File: src/rtl/ml_layer_sched.sv
// ml_layer_sched: layer-level command sequencer for the PE-array control FSM.
// It walks one layer as weights -> (LD_IF, IF2PE x Y_DIM, EXEC, OF2BUF x Y_DIM,
// OF2SRAM) per tile. Each command is offered on a valid/ack handshake, and the
// sequencer watches for an ack timeout. Every output comes straight from a
// register, so there is no combinational path from any input to any output.
module ml_layer_sched #(
  parameter int Y_DIM   = 5,
  parameter int TILE_W  = 8,
  parameter int TIMEOUT = 255
) (
  input  logic              clk,
  input  logic              rst,
  input  logic              start,
  input  logic              abort,
  input  logic [TILE_W-1:0] cfg_num_tiles,
  output logic [2:0]        cmd,
  output logic              cmd_valid,
  input  logic              cmd_ack,
  output logic [TILE_W-1:0] tile_idx,
  output logic [2:0]        row_idx,
  output logic              busy,
  output logic              done,
  output logic              err
);

  // The wait counter never holds more than TIMEOUT-1 before it trips.
  localparam int              CNT_W    = (TIMEOUT > 1) ? $clog2(TIMEOUT + 1) : 1;
  localparam logic [CNT_W-1:0] CNT_LAST = CNT_W'(TIMEOUT - 1);
  localparam logic [2:0]       ROW_LAST = 3'(Y_DIM - 1);

  localparam logic [2:0] C_DEFAULT = 3'b001;
  localparam logic [2:0] C_LD_WT   = 3'b010;
  localparam logic [2:0] C_LD_IF   = 3'b011;
  localparam logic [2:0] C_IF2PE   = 3'b100;
  localparam logic [2:0] C_EXEC    = 3'b101;
  localparam logic [2:0] C_OF2BUF  = 3'b110;
  localparam logic [2:0] C_OF2SRAM = 3'b111;

  typedef enum logic [3:0] {
    IDLE,
    S_WT,
    S_LDIF,
    S_IF2PE,
    S_EXEC,
    S_OF2BUF,
    S_OF2SRAM,
    S_DONE,
    S_ERR
  } state_e;

  state_e            state_q, state_d;
  logic [TILE_W-1:0] ntiles_q, ntiles_d;
  logic [TILE_W-1:0] tile_q, tile_d;
  logic [2:0]        row_q, row_d;
  logic [CNT_W-1:0]  cnt_q, cnt_d;
  logic [2:0]        cmd_q;
  logic              vld_q;
  logic              done_q;
  logic              err_q;

  // Command code driven while sitting in a state. Any state that issues no
  // command drives DEFAULT.
  function automatic logic [2:0] cmd_of(input state_e s);
    logic [2:0] c;
    c = C_DEFAULT;
    case (s)
      S_WT:      c = C_LD_WT;
      S_LDIF:    c = C_LD_IF;
      S_IF2PE:   c = C_IF2PE;
      S_EXEC:    c = C_EXEC;
      S_OF2BUF:  c = C_OF2BUF;
      S_OF2SRAM: c = C_OF2SRAM;
      default:   c = C_DEFAULT;
    endcase
    return c;
  endfunction

  // True in the states that offer a command on the handshake.
  function automatic logic is_cmd(input state_e s);
    return (s != IDLE) && (s != S_DONE) && (s != S_ERR);
  endfunction

  // Next-state, index and timeout-counter logic. Abort has priority over everything.
  always_comb begin
    state_d  = state_q;
    ntiles_d = ntiles_q;
    tile_d   = tile_q;
    row_d    = row_q;
    cnt_d    = cnt_q;
    if (abort) begin
      state_d = IDLE;
      tile_d  = '0;
      row_d   = '0;
      cnt_d   = '0;
    end else if (!is_cmd(state_q)) begin
      // Idle-like states: only start matters here, and ack is ignored.
      if (start) begin
        state_d  = S_WT;
        ntiles_d = cfg_num_tiles;
        tile_d   = '0;
        row_d    = '0;
        cnt_d    = '0;
      end else if (state_q == S_DONE) begin
        state_d = IDLE;
        tile_d  = '0;
        row_d   = '0;
      end
    end else if (cmd_ack) begin
      // Every accepted command restarts the wait counter.
      cnt_d = '0;
      case (state_q)
        S_WT:      state_d = (ntiles_q == '0) ? S_DONE : S_LDIF;
        S_LDIF:    state_d = S_IF2PE;
        S_IF2PE: begin
          if (row_q == ROW_LAST) begin
            row_d   = '0;
            state_d = S_EXEC;
          end else begin
            row_d = row_q + 3'd1;
          end
        end
        S_EXEC:    state_d = S_OF2BUF;
        S_OF2BUF: begin
          if (row_q == ROW_LAST) begin
            row_d   = '0;
            state_d = S_OF2SRAM;
          end else begin
            row_d = row_q + 3'd1;
          end
        end
        S_OF2SRAM: begin
          if (tile_q == ntiles_q - 1'b1) begin
            state_d = S_DONE;
          end else begin
            tile_d  = tile_q + 1'b1;
            state_d = S_LDIF;
          end
        end
        default:   state_d = state_q;
      endcase
    end else if (cnt_q == CNT_LAST) begin
      // The wait is about to reach TIMEOUT, so the command is dropped.
      state_d = S_ERR;
      cnt_d   = '0;
    end else begin
      cnt_d = cnt_q + 1'b1;
    end
  end

  // State register. Outputs are registered as a function of the next state,
  // so they line up with the state they describe.
  always_ff @(posedge clk) begin
    if (!rst) begin
      state_q  <= IDLE;
      ntiles_q <= '0;
      tile_q   <= '0;
      row_q    <= '0;
      cnt_q    <= '0;
      cmd_q    <= C_DEFAULT;
      vld_q    <= 1'b0;
      done_q   <= 1'b0;
      err_q    <= 1'b0;
    end else begin
      state_q  <= state_d;
      ntiles_q <= ntiles_d;
      tile_q   <= tile_d;
      row_q    <= row_d;
      cnt_q    <= cnt_d;
      cmd_q    <= cmd_of(state_d);
      vld_q    <= is_cmd(state_d);
      done_q   <= (state_d == S_DONE);
      err_q    <= (state_d == S_ERR);
    end
  end

  assign cmd       = cmd_q;
  assign cmd_valid = vld_q;
  // The busy states are exactly the states that issue a command.
  assign busy      = vld_q;
  assign done      = done_q;
  assign err       = err_q;
  assign tile_idx  = tile_q;
  assign row_idx   = row_q;

endmodule
File: config.mk
export PLATFORM = sky130hd
export DESIGN_NAME = ml_layer_sched
export DESIGN_NICKNAME = d
export VERILOG_FILES = /design/src/rtl/ml_layer_sched.sv
export SDC_FILE = /design/constraint.sdc
export NUM_CORES = 1
export LEC_CHECK = 0
export ABC_AREA = 1
export CORE_UTILIZATION = 35
export DETAILED_ROUTE_END_ITERATION = 10
export PLACE_DENSITY = 0.53
export SYNTH_ARGS = -nofsm -noshare
export SYNTH_HDL_FRONTEND = slang
export SYNTH_SLANG_ARGS = --single-unit
File: constraint.sdc
create_clock -name clk -period 3.15 [get_ports clk]
set_clock_uncertainty 0.1 [all_clocks]
set_input_delay 0.63 -clock clk [delete_from_list [all_inputs] [get_ports clk]]
set_output_delay 0.63 -clock clk [all_outputs]
set_load 0.005 [all_outputs]
==> out/qor.yml, run 1 <==
status:
  run_status: "finished clean"
synth:
  yosys.area.top_type_share: 0.3307
  synthTopCellsByCount: "nand2_1 (68), nor2_1 (44), dfxtp_1 (37)"
  ys_types: 39
  syn_avg_cell_area_um2: 6.849
  yosys.area.top_type: "dfxtp_1"
  synth_fp_nets: 346
  yosysWarnings: 0
  async_flop_share: 0
  yosys-top-cells-area: "dfxtp_1 (33%), nand2_1 (11%), nor2_1 (7.4%), inv_1 (6.0%), a21oi_1 (5.4%)"
  ys_ff_latch: 37
  synth_most_common_cell: "nand2_1"
  yosysSeqAreaShare: 0.3307
  synth_flop_cell: "dfxtp_1"
  synthCells: 327
  synth_edf_count: 0
  mappedNetlistArea_um2: 2240
critical_path:
  required_ps: 3290
  cp-start-kind: "primary input"
  critPathLaunch: "rst"
  criticalPathCategory: "primary input to flip-flop"
  arrival_ps: 2600
  timing.rr.start: "ntiles_q[0]"
  end_kind: "flip-flop"
  path_max_fanout: 11
cts:
  clock_sinks: 37
  post-cts-setup-buffer-count: 0
  cts_made_buffers: 5
  worstSkewPairLatency_ps: 290
  clk_pin_slew_ps: 70
  htree_levels: 2
  ctsResizeCount: 0
  cts_hold_buf: 0
  cts_tree: "built"
  cts-root-buf: "clkbuf_8"
  clockBufferDepth: 2
grt:
  grtUsageMet1: 0.2150
  grt.busiest_layer: "met2"
  use_met2: 0.2719
  grt_pass1_wl_um: 8576
  antenna_found_initial: 0
  grtUsageTotal: 0.1675
  first_global_vias: 1883
  grt_max_degree: 17
  use_met3: 0.03667
  grt-ovfl-total: 0
finish:
  n_antenna_cell: 0
  areaGrowthSynthToFinish_pct: 19.83
  final_nets: 378
  drive_gt1_frac: 0.08889
  fillCellCount: 653
detailed_routing:
  drc: 0
  wirelength_um: 5070
  first_pass_iters: 4
  drt_iter0_drc: 135
  ant_nets: 0
  vias: 2137
  vias_per_cell: 4.913
  wl_per_cell_um: 11.66
floorplanning:
  core_area_um2: 6061
  dieHeight_um: 82.00
  dieArea_um2: 6723
  die_w_um: 82.00
  num_rows: 28
  io_pins: 31
  initial_core_util: 0.3695
timing:
  fin_tns_setup_ps: 0
  hold_viol: 0
  worst_pin_slew_ps: 498.0
  drv_slew: 0
  setup_violations: 0
  timing.final.crit_share: 0.7811
  rsz0062_at_grt: "false"
  max_freq_mhz: 406.4
  maxSlewHeadroom: 0.6670
  min_period_ps: 2460
placed_design:
  io_buffers: 30
  gp_congestion: 0.8761
  dp_hpwl_um: 3977
worst_hold_path:
  min_from: "ntiles_q[5]"
  hold_path.class: "flip-flop to flip-flop"
pwr:
  report.power.total_uw: 995.6
  max-vdd-ir-drop_mv: 0.1667
  leakage_nw: 1.041
  p_per_area_nw_per_um2: 371.0
run:
  maxCapViolCount: 0
-- kinds of logic (layout without fill, tap and decap cells) --
logic type | after synthesis | in the layout | synth area share
DFF | 37 | 37 | 0.3307
and+or+nand+nor | 171 | 171 | 0.3676
buffers and inverters | 48 | 81 | 0.08659
AOI/OAI and AO/OA | 56 | 56 | 0.1464
adders and majority gates | 6 | 6 | 0.03352
xor gates and xnor gates | 9 | 9 | 0.03520
-- routing by layer --
layer,vias up,routed length [µm],share of wire
met2,35,2306,0.45
met1,957,2506,0.49
li1,1138,-,-
met3,7,184,0.036
met4,0,73,0.014
met5,-,0,0
-- state kept, by name (all words and copies together) (netlist names) --
signal    flops
cnt_q         8
ntiles_q      8
tile_idx      8
state_q       4
cmd           3
row_idx       3
busy          1
done          1
err           1
-- cells in the final DEF (no fill, tap or decap), types with 3 or more instances in the layout --
master	synthesis	routed
nor2_1	44	44
xnor2_1	3	3
xor2_1	6	6
nand2_1	68	68
inv_1	36	36
nor3_1	10	10
dfxtp_1	37	37
and3_1	3	3
nand3_1	18	18
ha_1	6	6
clkbuf_8	0	5
clkdlybuf4s50_1	0	30
o21ai_1	5	5
nand2_2	3	3
nand4_1	9	9
a211oi_1	3	3
nor3_2	3	3
o21ai_2	3	3
o21ai_0	13	13
a21oi_1	24	24
inv_2	5	5
-- final timing paths --
| path | slack [ps] | endpoint | cells past startpoint |
|---|---|---|---|
| max | 690 | tile_idx[3] | 6 |
| min | 390 | ntiles_q[5] | 2 |
| max reg2reg | 840 | tile_idx[3] | 14 |
| min reg2reg | 390 | ntiles_q[5] | 2 |
-- cell type report --
cell class / instances / area, µm² / area share
Multi-Input combinational cell: 242 / 1305 / 0.4862
Sequential cell: 37 / 740.7 / 0.2760
Timing Repair Buffer: 30 / 300.3 / 0.1119
Clock buffer: 6 / 72.57 / 0.02704
Clock inverter: 2 / 10.01 / 0.003730
Tap cell: 75 / 93.84 / 0.03497
Inverter: 43 / 161.4 / 0.06014
-- through the flow --
stage          hold slack [ps]  setup slack [ps]  instances  utilization  instance area (µm²)
2_1_floorplan            348.0              1201        327            -                 2240
3_3_place_gp             377.6             487.5        427       0.4292                 2601
3_5_place_dp             383.3             350.0        427       0.4292                 2601
4_1_cts                  394.1             676.4        435       0.4428                 2684
5_1_grt                  416.5             481.8        435       0.4428                 2684
6_report                 386.1             689.5        435       0.4428                 2684
-- where the power goes --
part / switching, mW / internal, mW / total (mW)
combinational: 0.108 / 0.0715 / 0.179
sequential: 0.0130 / 0.481 / 0.494
clock: 0.169 / 0.153 / 0.322
-- critical path, stage by stage --
cell and delay, ps:
clkdlybuf4s50_1 660, inv_1 160, nor2_1 360, clkinv_1 350, a21oi_1 260, and3_1 170
Power figures use the tool's default switching activity.
==> run 2: changes to the inputs <==
--- a/config.mk
+++ b/config.mk
@@ -8,7 +8,7 @@
 export ABC_AREA = 1
 export CORE_UTILIZATION = 35
 export DETAILED_ROUTE_END_ITERATION = 10
-export PLACE_DENSITY = 0.53
+export PLACE_DENSITY = 0.55
 export SYNTH_ARGS = -nofsm -noshare
 export SYNTH_HDL_FRONTEND = slang
 export SYNTH_SLANG_ARGS = --single-unit
==> constraint.sdc (replaced) <==
create_clock -name clk -period 2.1 [get_ports clk]
set_clock_uncertainty 0.1 [all_clocks]
set_input_delay 0.42 -clock clk [delete_from_list [all_inputs] [get_ports clk]]
set_output_delay 0.42 -clock clk [all_outputs]
set_load 0.005 [all_outputs]
==> run 2 against run 1 <==
  * Clock power up 57%
  * Total power grew 59%
  * Combinational power up 87%
  * Sequential share of layout area is 2.4 points lower
==> out/qor.yml, run 2 (synthesized netlist as in run 1, its figures left out) <==
status:
  run_status: "finished clean"
pwr:
  leakage_nw: 1.160
  p_per_area_nw_per_um2: 534.1
  report.power.total_mw: 1.581
  max-vdd-ir-drop_mv: 0.2709
detailed_routing:
  wl_per_cell_um: 12.18
  wirelength_um: 5518
  drt_iter0_drc: 118
  ant_nets: 0
  vias: 2249
  vias_per_cell: 4.965
  first_pass_iters: 4
  drc: 0
floorplanning:
  io_pins: 31
  core_area_um2: 6061
  die_w_um: 82.00
  dieHeight_um: 82.00
  initial_core_util: 0.3695
  dieArea_um2: 6723
  num_rows: 28
grt:
  grt_max_degree: 17
  grtUsageTotal: 0.1746
  grt-ovfl-total: 0
  first_global_vias: 1988
  antenna_found_initial: 0
  grt_pass1_wl_um: 8873
finish:
  stdcell_count: 453
  fillCellCount: 616
  multi_input_area_um2: 1434
  n_antenna_cell: 0
  final_cell_mix: "nand2_1 (62), nor2_1 (39), inv_1 (33), dfxtp_1 (33), clkdlybuf4s50_1 (30)"
  fin_area_um2: 2960
  drive_gt1_frac: 0.2143
  final_common_cell: "nand2_1"
  final_nets: 396
  ff_latch_area_um2: 745.7
  fin_util: 0.4884
  areaGrowthSynthToFinish_pct: 32.18
timing:
  min_period_ps: 2017
  whs_ps: 392.8
  setup_violations: 0
  max_freq_mhz: 495.7
  maxSlewHeadroom: 0.6729
  drv_slew: 0
  timing.final.crit_share: 0.9606
  rsz0062_at_grt: "true"
  fin_tns_setup_ps: 0
  worst_pin_slew_ps: 486.2
  worst_slack_ps: 82.81
  hold_viol: 0
cts:
  clockBufferDepth: 2
  clock_sinks: 37
  worstSkewPairLatency_ps: 300
  cts_tree: "built"
  cts-root-buf: "clkbuf_8"
  htree_levels: 2
  cts_made_buffers: 5
  cts_hold_buf: 0
  clk_pin_slew_ps: 80
worst_hold_path:
  hold_path.class: "flip-flop to flip-flop"
critical_path:
  end_kind: "flip-flop"
  required_ps: 2240
  cp-start-kind: "flip-flop"
  arrival_ps: 2160
  criticalPathCategory: "flip-flop to flip-flop"
  path_max_fanout: 4
placed_design:
  io_buffers: 30
  placed_area_um2: 2729
  dp_hpwl_um: 4139
  dp.cells: 444
  dp_slack_ps: -39.91
  gp_congestion: 0.9191
run:
  maxCapViolCount: 0
[run 2: cell type report]
class,instances,area share
clock buffers,5,0.02325
well taps,75,0.03170
clock inverters,3,0.005917
repair buffers,48,0.1484
inverters,43,0.05452
flip-flops and latches,37,0.2519
multi-input cells,242,0.4844
[run 2: routing by layer]
| layer | track usage | vias to the layer above | part of all wire |
|---|---|---|---|
| li1 | - | 1171 | - |
| met1 | 0.2235 | 1042 | 0.47 |
| met2 | 0.2826 | 29 | 0.48 |
| met3 | 0.03444 | 7 | 0.030 |
| met4 | 0.07544 | 0 | 0.015 |
| met5 | 0 | - | 0 |
[run 2: power breakdown]
part	internal (mW)	switching, mW
clock network	0.229	0.275
registers	0.723	0.0199
logic	0.145	0.189
[run 2: path summary, 6_finish.rpt]
check               from           to  slack [ps]  cells after the start
min reg2reg  ntiles_q[5]  ntiles_q[5]         390                      2
min          ntiles_q[5]  ntiles_q[5]         390                      2
max          ntiles_q[1]       cmd[2]          80                     16
max reg2reg  ntiles_q[1]       cmd[2]          80                     16
[run 2: repair_timing]
item,4_1_cts,5_1_grt
gates resized for setup,1,36
buffers inserted,0,1
pin swaps,0,9
endpoints found under the hold margin,0,0
gates cloned,0,0
endpoints found under the setup margin,1,16
[run 2: worst max-delay path, cell delays in order (launching register included)]
cell     delay, ps
dfxtp_2        340
inv_2           50
ha_4           260
inv_2           30
nand2_2         40
nand2_1         50
nor2_1          80
nand2_1         50
nor2_1          90
nand2_1         80
nor2_2         160
nand3_2        140
nand3_4        120
nand2_4         70
nor2_2         110
nand2_1         60
a21oi_2        100
==> run 3: changes to the inputs <==
--- a/config.mk
+++ b/config.mk
@@ -7,6 +7,7 @@
 export LEC_CHECK = 0
 export ABC_AREA = 1
 export CORE_UTILIZATION = 35
+export CTS_CLUSTER_SIZE = 14
 export DETAILED_ROUTE_END_ITERATION = 10
 export PLACE_DENSITY = 0.55
 export SYNTH_ARGS = -nofsm -noshare
==> results of run 3 <==
Final layout, timing and power as in run 2 (identical DEF).
